[src/rtl/pmem_line_fetch_pkg.sv]
// rtl/pmem_line_fetch_pkg.sv - shared types and constants for the program-memory line fetcher
package pmem_pkg;

    localparam int          LINE_WORDS = 4;
    localparam int          LINE_BYTES = 16;
    localparam logic [31:0] RESET_PC   = 32'h0040_0000;

    typedef enum logic [1:0] {
        IDLE  = 2'd0,
        FETCH = 2'd1,
        RESP  = 2'd2,
        DRAIN = 2'd3
    } pmem_state_e;

endpackage

[src/rtl/pmem_line_fetch_if.sv]
// rtl/pmem_line_fetch_if.sv - word-wide program ROM request/response bus
interface pmem_line_fetch_if #(
    parameter int ADDR_W = 32,
    parameter int WORD_W = 32
);

    logic              w_rd_en;
    logic [ADDR_W-1:0] w_addr;
    logic              w_ready;
    logic              w_valid;
    logic [WORD_W-1:0] w_rdata;

    modport master (
        output w_rd_en,
        output w_addr,
        input  w_ready,
        input  w_valid,
        input  w_rdata
    );

    modport slave (
        input  w_rd_en,
        input  w_addr,
        output w_ready,
        output w_valid,
        output w_rdata
    );

endinterface

[src/rtl/pmem_line_fetch_line_asm.sv]
// rtl/pmem_line_fetch_line_asm.sv - line assembly register with word-indexed writes
module line_asm
    import pmem_pkg::*;
#(
    parameter int WORD_W  = 32,
    parameter int N_WORDS = LINE_WORDS
) (
    input  logic                        clk,
    input  logic                        rst,
    input  logic                        clr,
    input  logic                        wr_en,
    input  logic [$clog2(N_WORDS)-1:0]  idx,
    input  logic [WORD_W-1:0]           wdata,
    output logic [N_WORDS*WORD_W-1:0]   line
);

    logic [N_WORDS*WORD_W-1:0] line_q;
    logic [N_WORDS*WORD_W-1:0] line_d;

    always_comb begin
        line_d = line_q;
        if (clr) begin
            line_d = '0;
        end else if (wr_en) begin
            line_d[idx*WORD_W +: WORD_W] = wdata;
        end
    end

    always_ff @(posedge clk) begin
        if (rst) begin
            line_q <= '0;
        end else begin
            line_q <= line_d;
        end
    end

    assign line = line_q;

endmodule

[src/rtl/pmem_line_fetch.sv]
// rtl/pmem_line_fetch.sv - fetches a 4-word program line from a word ROM and returns it as one beat
module pmem_line_fetch
    import pmem_pkg::*;
#(
    parameter int ADDR_W = 32,
    parameter int WORD_W = 32
) (
    input  logic                         clk,
    input  logic                         rst,
    input  logic                         m_rd_en,
    input  logic [ADDR_W-1:0]            mem_addr,
    input  logic                         abort,
    output logic                         d_valid,
    output logic [LINE_WORDS*WORD_W-1:0] mem_data,
    output logic                         busy,
    pmem_line_fetch_if.master            rom
);

    localparam logic [2:0] CNT_FULL = 3'(LINE_WORDS);
    localparam logic [2:0] LAST_IDX = 3'(LINE_WORDS - 1);

    pmem_state_e                  state_q, state_d;
    logic [ADDR_W-1:4]            base_q, base_d;
    logic [2:0]                   issue_q, issue_d;
    logic [2:0]                   ret_q, ret_d;
    logic [2:0]                   outst_q, outst_d;
    logic [LINE_WORDS*WORD_W-1:0] mem_data_q, mem_data_d;

    logic                         w_rd_en;
    logic                         issue_fire;
    logic                         asm_clr;
    logic                         asm_wr;
    logic [LINE_WORDS*WORD_W-1:0] asm_line;
    logic                         unused_addr_bits;

    assign unused_addr_bits = ^mem_addr[3:0];

    line_asm #(
        .WORD_W  (WORD_W),
        .N_WORDS (LINE_WORDS)
    ) u_line_asm (
        .clk   (clk),
        .rst   (rst),
        .clr   (asm_clr),
        .wr_en (asm_wr),
        .idx   (ret_q[1:0]),
        .wdata (rom.w_rdata),
        .line  (asm_line)
    );

    always_comb begin
        state_d    = state_q;
        base_d     = base_q;
        issue_d    = issue_q;
        ret_d      = ret_q;
        outst_d    = outst_q;
        mem_data_d = mem_data_q;
        w_rd_en    = 1'b0;
        issue_fire = 1'b0;
        asm_clr    = 1'b0;
        asm_wr     = 1'b0;
        d_valid    = 1'b0;

        case (state_q)
            IDLE: begin
                if (m_rd_en && !abort) begin
                    base_d  = mem_addr[ADDR_W-1:4];
                    issue_d = 3'd0;
                    ret_d   = 3'd0;
                    outst_d = 3'd0;
                    asm_clr = 1'b1;
                    state_d = FETCH;
                end
            end

            FETCH: begin
                w_rd_en    = (issue_q < CNT_FULL) && !abort;
                issue_fire = w_rd_en && rom.w_ready;
                if (issue_fire) begin
                    issue_d = issue_q + 3'd1;
                end
                if (rom.w_valid) begin
                    ret_d = ret_q + 3'd1;
                end
                outst_d = outst_q + {2'b00, issue_fire} - {2'b00, rom.w_valid};
                // An abort still retires a coincident return, but its data never lands.
                if (abort) begin
                    state_d = (outst_d == 3'd0) ? IDLE : DRAIN;
                end else begin
                    asm_wr = rom.w_valid;
                    if (rom.w_valid && (ret_q == LAST_IDX)) begin
                        state_d = RESP;
                    end
                end
            end

            RESP: begin
                d_valid = !abort;
                if (!abort) begin
                    mem_data_d = asm_line;
                end
                state_d = IDLE;
            end

            DRAIN: begin
                if (rom.w_valid) begin
                    outst_d = outst_q - 3'd1;
                end
                if (outst_d == 3'd0) begin
                    state_d = IDLE;
                end
            end

            default: begin
                state_d = IDLE;
            end
        endcase
    end

    always_ff @(posedge clk) begin
        if (rst) begin
            state_q    <= IDLE;
            base_q     <= '0;
            issue_q    <= 3'd0;
            ret_q      <= 3'd0;
            outst_q    <= 3'd0;
            mem_data_q <= '0;
        end else begin
            state_q    <= state_d;
            base_q     <= base_d;
            issue_q    <= issue_d;
            ret_q      <= ret_d;
            outst_q    <= outst_d;
            mem_data_q <= mem_data_d;
        end
    end

    // The completed line is forwarded during the pulse so mem_data is valid alongside d_valid.
    assign mem_data    = d_valid ? asm_line : mem_data_q;
    assign busy        = (state_q != IDLE);
    assign rom.w_rd_en = w_rd_en;
    assign rom.w_addr  = {base_q, issue_q[1:0], 2'b00};

endmodule

[src/flat_wrapper.sv]
// flat-port wrapper written by rule: the top's interface ports become plain ports
module pmem_line_fetch_flat import pmem_pkg::*;
#(
    parameter int ADDR_W = 32,
    parameter int WORD_W = 32
)
  (clk, rst, m_rd_en, mem_addr, abort, d_valid, mem_data, busy, rom_w_rd_en, rom_w_addr, rom_w_ready, rom_w_valid, rom_w_rdata);
  pmem_line_fetch_if #(.ADDR_W(ADDR_W), .WORD_W(WORD_W)) rom_i ();
  input  logic clk;
  input  logic rst;
  input  logic m_rd_en;
  input  logic [ADDR_W-1:0] mem_addr;
  input  logic abort;
  output logic d_valid;
  output logic [LINE_WORDS*WORD_W-1:0] mem_data;
  output logic busy;
  output wire logic [$bits(rom_i.w_rd_en)-1:0] rom_w_rd_en;
  output wire logic [$bits(rom_i.w_addr)-1:0] rom_w_addr;
  input wire logic [$bits(rom_i.w_ready)-1:0] rom_w_ready;
  input wire logic [$bits(rom_i.w_valid)-1:0] rom_w_valid;
  input wire logic [$bits(rom_i.w_rdata)-1:0] rom_w_rdata;
  assign rom_w_rd_en = rom_i.w_rd_en;
  assign rom_w_addr = rom_i.w_addr;
  assign rom_i.w_ready = rom_w_ready;
  assign rom_i.w_valid = rom_w_valid;
  assign rom_i.w_rdata = rom_w_rdata;
  pmem_line_fetch #(.ADDR_W(ADDR_W), .WORD_W(WORD_W)) u_core (.clk(clk), .rst(rst), .m_rd_en(m_rd_en), .mem_addr(mem_addr), .abort(abort), .d_valid(d_valid), .mem_data(mem_data), .busy(busy), .rom(rom_i));
endmodule
[config.mk]
export PLATFORM = sky130hd
export DESIGN_NAME = pmem_line_fetch_flat
export DESIGN_NICKNAME = d
export VERILOG_FILES = /design/src/rtl/pmem_line_fetch_pkg.sv /design/src/rtl/pmem_line_fetch_if.sv /design/src/rtl/pmem_line_fetch_line_asm.sv /design/src/rtl/pmem_line_fetch.sv /design/src/flat_wrapper.sv
export SDC_FILE = /design/constraint.sdc
export NUM_CORES = 1
export LEC_CHECK = 0
export CAP_MARGIN = 25
export CORE_MARGIN = 5
export CORE_UTILIZATION = 46
export CTS_CLUSTER_DIAMETER = 100
export DETAILED_ROUTE_END_ITERATION = 7
export PLACE_DENSITY_LB_ADDON = 0.2
export SLEW_MARGIN = 20
export SYNTH_ARGS = -nofsm -noshare
export SYNTH_HDL_FRONTEND = slang
export SYNTH_SLANG_ARGS = --single-unit
[constraint.sdc]
create_clock -name clk -period 2.65 [get_ports clk]
set_clock_uncertainty 0.15 [all_clocks]
set_input_delay 0.53 -clock clk [delete_from_list [all_inputs] [get_ports clk]]
set_output_delay 0.53 -clock clk [all_outputs]
set_load 0.005 [all_outputs]
==> results of run 1 <==
==> routing by layer <==
| layer | GRT usage (%) | wire length, µm |
|---|---|---|
| met5 | 0 | 0 |
| met1 | 31.1 | 15300 |
| met4 | 5.47 | 942 |
| met2 | 34.8 | 15200 |
| met3 | 5.23 | 2340 |
==> placed cells by master, fill, tap and decap left out, types with 3 or more instances in the layout <==
cell type	instances
dfxtp_1	293
nand2_1	194
a21oi_1	165
nand3_1	136
nor2b_1	130
buf_6	117
mux2_4	105
clkdlybuf4s50_1	100
buf_4	59
clkbuf_16	33
clkbuf_2	30
mux2_1	16
dlymetal6s2s_1	16
buf_12	15
ha_1	10
inv_1	9
clkinv_2	9
buf_16	8
buf_8	8
mux2_2	7
buf_2	7
nor2_1	6
nand3b_1	4
bufinv_16	4
clkbuf_8	4
and2_1	3
nor3b_2	3
clkbuf_1	3
dlygate4sd2_1	3
==> sequential cells by signal (all words and copies together), names as in the netlist <==
| register | count |
|---|---|
| u_core.base_q | 28 |
| u_core.issue_q | 3 |
| u_core.mem_data_q | 128 |
| u_core.outst_q | 3 |
| u_core.ret_q | 3 |
| u_core.state_q | 2 |
| u_core.u_line_asm.line | 128 |
==> cell type report <==
class	count	area [µm²]	area share, %
Clock buffer	38	842	5.05
Clock inverter	16	190	1.14
Inverter	10	40.0	0.240
Multi-Input combinational cell	813	5420	32.5
Sequential cell	295	5910	35.4
Tap cell	324	405	2.43
Timing Repair Buffer	367	3890	23.3
==> what timing repair did <==
item                                    4_1_cts  5_1_grt
resized for setup                           426      249
endpoints found under the setup margin      130      130
pin swaps                                     1        0
setup buffers                                37       69
gates cloned                                  5        2
==> through the flow <==
step | power, mW | setup TNS, ns | cell area (µm²) | cells | utilization [%]
detailed placement | 5.34 | -57.80 | 14100 | 1709 | 57.8
CTS | 9.80 | -36.32 | 15900 | 1805 | 65.2
global route | 10.1 | -39.63 | 16700 | 1863 | 68.4
floorplan | 4.99 | 0 | 11400 | 1218 | -
global placement | 5.34 | -54.15 | 14100 | 1709 | 57.8
finish | 9.78 | -27.63 | 16700 | 1863 | 68.4
==> cells by family (layout without fill, tap and decap cells) <==
kind of cell	after synthesis	after routing	synth area share, %
AOI/OAI and AO/OA	176	176	7.91
adders and majority gates	11	11	1.27
DFF	295	295	51.6
muxes	129	129	12.7
and+or+nand+nor	491	491	21.3
other	1	2	0.0328
xor gates and xnor gates	4	4	0.306
buffers and inverters	110	431	4.89
==> worst max-delay path, cell delays in order, from the launching register on <==
cell and delay [ns]:
dfxtp_2 0.33, nor3_4 0.21, buf_6 0.13, buf_12 0.16, buf_4 0.14, clkbuf_16 0.13, buf_12 0.10, mux2_1 0.32
dlygate4sd2_1 0.28
==> how the worst min path moves through the flow <==
stage	endpoint	from	cells after the start
final	u_core.base_q[10]$_SDFFE_PP0P_	rst	2
after global routing	u_core.ret_q[0]$_SDFFE_PP0P_	rst	2
after CTS	u_core.ret_q[0]$_SDFFE_PP0P_	rst	2
after detailed placement	u_core.u_line_asm.line[122]$_SDFFE_PP0P_	u_core.u_line_asm.line[122]$_SDFFE_PP0P_	2
after global placement	u_core.u_line_asm.line[106]$_SDFFE_PP0P_	u_core.u_line_asm.line[106]$_SDFFE_PP0P_	2
after floorplan	u_core.u_line_asm.line[109]$_SDFFE_PP0P_	u_core.u_line_asm.line[109]$_SDFFE_PP0P_	2
==> where the power goes <==
part	internal (mW)	total, mW	switching [mW]	leakage (nW)
clock network	2.63	4.38	1.75	0.515
registers	4.49	4.52	0.0348	2.38
logic	0.411	0.879	0.468	3.91
total	7.53	9.78	2.25	6.80
==> results_dict.tcl, run 1 <==
set metrics [dict create \
    worst_slew_pin_slew_ns 0.609 \
    slew_viol_final 0 \
    rsz0062_at_grt "yes" \
    drt-total-wl_mm 33.8 \
    grt_pass1_wl_mm 51.5 \
    synthTopCellsByArea "dfxtp_1 52%, mux2_1 11%, a21oi_1 7.2%" \
    yosysMostFrequentCell "dfxtp_1" \
    hold_class "in2reg" \
    violations "setup timing" \
    netlist_area_um2 11400 \
    cts_max_level 1 \
    track_usage_pct 22.2 \
    worst_ep_required_time_ns 1.97 \
    reg2reg_depth 10 \
    place.gp.congestion 0.780 \
    crit_fanout 8 \
    seq_area_frac_synth_pct 51.6 \
    status "finished, violations left" \
    n_antenna_cell 0 \
    grt_pass1_vias 9391 \
    design.core.area_um2 24400 \
    post-place-ws_ns -0.501 \
    drive_gt1_share_pct 27.6 \
    clk_pin_slew_ns 0.06 \
    post_drt_wl_per_cell_um 18.2 \
    r2r-start "u_core.outst_q[0]$_SDFFE_PP0P_" \
    synthCells 1217 \
    clock-sinks 295 \
    die_w_um 168 \
    antenna_found_initial 0 \
    synth-main-ff-cell "dfxtp_1" \
    yosys_warnings 0 \
    dieArea_um2 28100 \
    timing.hold.ws_ns 0.0812 \
    ys_types 41 \
    postSynth.asyncResetShare_pct 0 \
    irDropWorstVdd_mv 0.500 \
    startpoint "u_core.state_q[0]$_SDFFE_PP0P_" \
    period_needed_ns 3.05 \
    cp-start-kind "register" \
    postRouteAntennaNets 0 \
    hold_viol 0 \
    cts-root-buf "clkbuf_16" \
    vias_per_cell 5.21 \
    synthToLayoutAreaGrowth_pct 45.8 \
    insertion_delay_ns 0.56 \
    cts_buffers 31 \
    finalSetupViolations 125 \
    pin_count 233 \
    r2r-end "u_core.state_q[0]$_SDFFE_PP0P_" \
    nFillCells 1883 \
    endpoint "mem_data[104]" \
    drc_errors 0 \
    crit_type "reg2out" \
    max_cap_viol_count 0 \
    dp_hpwl_mm 20.2 \
    syn_avg_cell_area_um2 9.40 \
    drtPass1Iterations 5 \
    min_period_over_period_pct 115 \
    synth_edf_count 0 \
    cts_hold_buf 0 \
    netlist.area_leader.share_pct 51.6 \
    grt.overflow.total 0 \
    drt_iter0_drc 694 \
    setup_ws_ns -0.399 \
    max-slew-margin-rel_pct 59.4 \
    rrSetupSlack_ns 0.28 \
    grt_max_degree 102 \
    start_util_pct 46.9 \
    cts_tree "yes" \
    ys_ff_latch 295 \
    worst_ep_arrival_time_ns 2.37 \
    io_buffers 226 \
    vias 9715 \
    fin_nets 1599 \
    crit_path_end_kind "output pin" \
    p_leak_nw 6.80 \
    die_h_um 168 \
    fmax_ghz 0.328 \
    cts_max_path_buffers 3 \
    yosysTopAreaCell "dfxtp_1" \
    power_density_nw_per_um2 586 \
    rows 57 \
    synth_common_cells "295 x dfxtp_1, 194 x nand2_1, 165 x a21oi_1" \
]
(Power assumes the default switching activity.)
==> inputs of run 2 (changes only) <==
- CELL_PAD_IN_SITES_DETAIL_PLACEMENT: not set -> 1
- CELL_PAD_IN_SITES_GLOBAL_PLACEMENT: not set -> 1
- CORE_UTILIZATION: 46 -> 35
- CTS_CLUSTER_DIAMETER: 100 -> 80
- CTS_CLUSTER_SIZE: not set -> 10
==> results_dict.tcl, run 2 (synthesis results as in run 1) <==
set metrics [dict create \
    status "finished, violations left" \
    violations "setup timing" \
    synthToLayoutAreaGrowth_pct 46.9 \
    pwr-share-comb_pct 9.7 \
    postRouteAntennaNets 0 \
    antenna_found_initial 0 \
    n_antenna_cell 0 \
    cts_max_level 2 \
    clock-sinks 295 \
    internal-power_mw 7.38 \
    cts_tree "yes" \
    cts-root-buf "clkbuf_16" \
    crit_path_end_kind "output pin" \
    pin_count 233 \
    start_util_pct 35.4 \
    rrSetupSlack_ns 0.27 \
    track_usage_pct 19.9 \
    grt.overflow.total 0 \
    vias 9865 \
    drc_errors 0 \
    place.gp.congestion 0.740 \
    fmax_ghz 0.342 \
    clk_pin_slew_ns 0.06 \
    design.core.area_um2 32400 \
    io_buffers 226 \
    min_period_over_period_pct 110 \
    timing.hold.ws_ns 0.228 \
    final_common_cell "dfxtp_1" \
    cp-start-kind "register" \
    p_clk_share_pct 43.4 \
    grt_pass1_wl_mm 57.9 \
    period_needed_ns 2.93 \
    p_leak_nw 6.66 \
    worst_ep_arrival_time_ns 2.25 \
    die_h_um 191 \
    seqPwrFrac_pct 46.9 \
    post_drt_wl_per_cell_um 19.6 \
    switchingPower_mw 2.28 \
    hold_class "in2reg" \
    rsz0062_at_grt "yes" \
    netSwitchingFraction_pct 23.6 \
    finalSetupViolations 118 \
    drt_iter0_drc 394 \
    dp_hpwl_mm 23.9 \
    cts_buffers 35 \
    power_density_nw_per_um2 575 \
    fin_nets 1623 \
    grt_pass1_vias 10354 \
    rows 66 \
    cts_max_path_buffers 3 \
    worst_ep_required_time_ns 1.97 \
    vias_per_cell 4.97 \
    grt_max_degree 66 \
    hold_viol 0 \
    setup_ws_ns -0.278 \
    mostFrequentLayoutCells "293 x dfxtp_1, 192 x nand2_1, 165 x a21oi_1, 136 x nand3_1, 130 x nor2b_1" \
    max_cap_viol_count 0 \
    drtPass1Iterations 5 \
    irDropWorstVdd_mv 0.391 \
    insertion_delay_ns 0.50 \
    crit_type "reg2out" \
    crit_fanout 7 \
    drt-total-wl_mm 39.0 \
    slew_viol_final 0 \
    drive_gt1_share_pct 30.5 \
    post-place-ws_ns -0.607 \
    die_w_um 191 \
    dieArea_um2 36400 \
]
## run 2: cell count changes in the layout (fill, tap and decap cells not counted), sizes merged, moves of 4 or more
cell	change
clkbuf	+29
buf	+11
dlymetal6s2s	-11
clkinv	-9
clkdlybuf4s50	-6
bufinv	-4
## run 2: through the flow
| stage | area (µm²) | TNS [ns] | util [%] | power [mW] | std cells |
|---|---|---|---|---|---|
| finish | 16800 | -16.89 | 51.9 | 9.66 | 1985 |
| global route | 16800 | -25.41 | 51.9 | 10.0 | 1985 |
| CTS | 16200 | -19.87 | 50.1 | 9.72 | 1937 |
| detailed placement | 14500 | -70.72 | 44.8 | 5.42 | 1845 |
| global placement | 14500 | -69.61 | 44.8 | 5.40 | 1845 |
| floorplan | 11400 | 0 | - | 4.99 | 1218 |
## run 2: final timing paths
path	cells past startpoint	endpoint	start
setup / recovery	10	mem_data[97]	u_core.state_q[1]$_SDFFE_PP0P_
hold / removal	2	u_core.base_q[26]$_SDFFE_PP0P_	rst
hold reg to reg	2	u_core.base_q[17]$_SDFFE_PP0P_	u_core.base_q[17]$_SDFFE_PP0P_
setup reg to reg	11	u_core.outst_q[2]$_SDFFE_PP0P_	u_core.outst_q[0]$_SDFFE_PP0P_
## run 2: area by class of cell
type,count,area [µm²]
well taps,442,553
repair buffers,387,3880
clock buffers,37,926
multi-input cells,813,5490
flip-flops and latches,295,5910
clock inverters,1,7.51
fillers,3554,15600
inverters,10,37.5
## run 2: power groups by stage
stage               clock (mW)  sequential, mW  combinational, mW
global placement             0            4.62              0.788
CTS                       4.32            4.52              0.879
global route              4.50            4.53               1.01
finish                    4.19            4.53              0.939
floorplan                    0            4.61              0.380
detailed placement           0            4.62              0.800
## run 2: repair_timing
action	in CTS	in global routing
setup buffers	52	61
gates resized for setup	456	280
cloned	3	4
setup endpoints to repair	132	131
hold buffers	0	0
pin swaps	1	1
endpoints found under the hold margin	0	0
## run 2: routing by layer
layer	up-vias	GRT usage [%]	share of wire (%)
met1	4888	25.2	44
li1	4707	-	-
met5	-	0	0
met4	0	4.78	2.1
met2	210	35.0	49
met3	60	3.73	4.4
## run 2: worst max-delay path, stage by stage (launching register included)
cell     delay [ns]
dfxtp_2        0.34
inv_2          0.05
nor3_4         0.22
buf_12         0.15
buf_12         0.15
buf_4          0.13
buf_12         0.10
buf_6          0.09
buf_6          0.08
mux2_4         0.31
buf_6          0.12
==> inputs of run 3 (changes only) <==
- CORE_UTILIZATION: 35 -> 36
- CTS_BUF_LIST: not set -> sky130_fd_sc_hd__clkbuf_8
==> results_dict.tcl, run 3 (synthesis results as in run 1) <==
set metrics [dict create \
    status "finished, violations left" \
    violations "setup timing" \
    drt-total-wl_mm 38.5 \
    crit_type "reg2out" \
    cp_num_buf_inv 9 \
    min_period_over_period_pct 110 \
    worst_ep_arrival_time_ns 2.23 \
    hold_class "in2reg" \
    hold_viol 0 \
    pin_count 233 \
    drtPass1Iterations 4 \
    place.gp.congestion 0.775 \
    timing.hold.ws_ns 0.123 \
    drc_errors 0 \
    cts-root-buf "clkbuf_8" \
    post-route-util_pct 51.7 \
    post_drt_wl_per_cell_um 20.1 \
    io_buffers 226 \
    crit_path_end_kind "output pin" \
    clock-sinks 295 \
    crit_fanout 4 \
    seq_area_um2 5910 \
    nFillCells 3465 \
    period_needed_ns 2.91 \
    p_leak_nw 6.29 \
    grt_pass1_vias 10239 \
    design.core.area_um2 31500 \
    irDropWorstVdd_mv 0.391 \
    cts_buffers 35 \
    final_common_cell "dfxtp_1" \
    fmax_ghz 0.344 \
    fin_nets 1591 \
    finalSetupViolations 127 \
    cts_tree "yes" \
    post-place-ws_ns -0.510 \
    drive_gt1_share_pct 27.9 \
    finish.instance_area_um2 16300 \
    dpl_cell_area_um2 14400 \
    cts_max_path_buffers 3 \
    power_density_nw_per_um2 508 \
    start_util_pct 36.4 \
    dieArea_um2 35500 \
    postRouteAntennaNets 0 \
    slew_viol_final 0 \
    grt_pass1_wl_mm 58.9 \
    rows 65 \
    synthToLayoutAreaGrowth_pct 42.2 \
    worst_slew_pin_slew_ns 0.724 \
    track_usage_pct 20.7 \
    max_cap_viol_count 0 \
    die_h_um 188 \
    die_w_um 188 \
    grt.overflow.total 0 \
    critPathMaxStageDelay_ns 0.34 \
    multi_input_area_um2 5490 \
    worst_ep_required_time_ns 1.97 \
    total_power_mw 8.26 \
    path_cells "inv_4 > nor3_4 > buf_6 > buf_12 > buf_12 > buf_16 > buf_8 > buf_6 > buf_6 > mux2_4 > buf_6" \
    crit_family "buffers and inverters" \
    path_common_cell "buf_6" \
    dp_hpwl_mm 24.0 \
    crit_slowest_cell "dfxtp_2" \
    max-slew-margin-rel_pct 51.7 \
    mostFrequentLayoutCells "293 x dfxtp_1, 194 x nand2_1, 165 x a21oi_1, 136 x nand3_1, 130 x nor2b_1" \
    vias_per_cell 5.08 \
    antenna_found_initial 0 \
    n_antenna_cell 0 \
    setup_ws_ns -0.258 \
    insertion_delay_ns 0.53 \
    cts_max_level 2 \
    cts_hold_buf 0 \
    drt_iter0_drc 431 \
    clk_pin_slew_ns 0.08 \
    vias 9716 \
    cp-start-kind "register" \
    grt_max_degree 63 \
    rsz0062_at_grt "yes" \
]
==> run 3: path summary, 6_finish.rpt <==
kind                                                startpoint                             end  slack [ns]  cells past startpoint
worst max register to register  u_core.outst_q[0]$_SDFFE_PP0P_  u_core.state_q[1]$_SDFFE_PP0P_        0.26                     10
worst min register to register  u_core.base_q[17]$_SDFFE_PP0P_  u_core.base_q[17]$_SDFFE_PP0P_        0.30                      2
worst min-delay path                                       rst  u_core.base_q[30]$_SDFFE_PP0P_        0.12                      2
worst max-delay path            u_core.state_q[1]$_SDFFE_PP0P_                    mem_data[37]       -0.26                     11
==> run 3: cell type report <==
cell class / instances / share of cell area (%)
clock inverters: 1 / 0.0461
clock buffers: 37 / 3.13
flip-flops and latches: 295 / 36.3
multi-input cells: 813 / 33.7
repair buffers: 355 / 23.5
inverters: 10 / 0.246
well taps: 402 / 3.09
==> run 3: per-layer routing <==
layer | share of wire (%) | track usage (%) | vias to the layer above
met5 | 0 | 0 | -
met1 | 44 | 26.4 | 4815
met2 | 49 | 36.4 | 218
li1 | - | - | 4635
met3 | 4.5 | 3.89 | 48
met4 | 1.8 | 4.79 | 0
==> run 3: report_power, final <==
group	switching, mW	total [mW]	internal (mW)
sequential	0.0369	4.52	4.48
clock	1.58	2.83	1.25
combinational	0.496	0.917	0.421
==> run 3: stage by stage <==
stage,TNS [ns],instances
2_1_floorplan,0,1218
3_3_place_gp,-59.97,1799
3_5_place_dp,-60.19,1799
4_1_cts,-27.69,1900
5_1_grt,-29.70,1913
6_report,-18.57,1913
==> run 3: repair_timing <==
| item | in CTS | in global routing |
|---|---|---|
| endpoints found under the setup margin | 130 | 130 |
| buffers inserted | 54 | 21 |
| gates resized for setup | 633 | 86 |
| cloned | 9 | 3 |
| pin swaps | 1 | 0 |
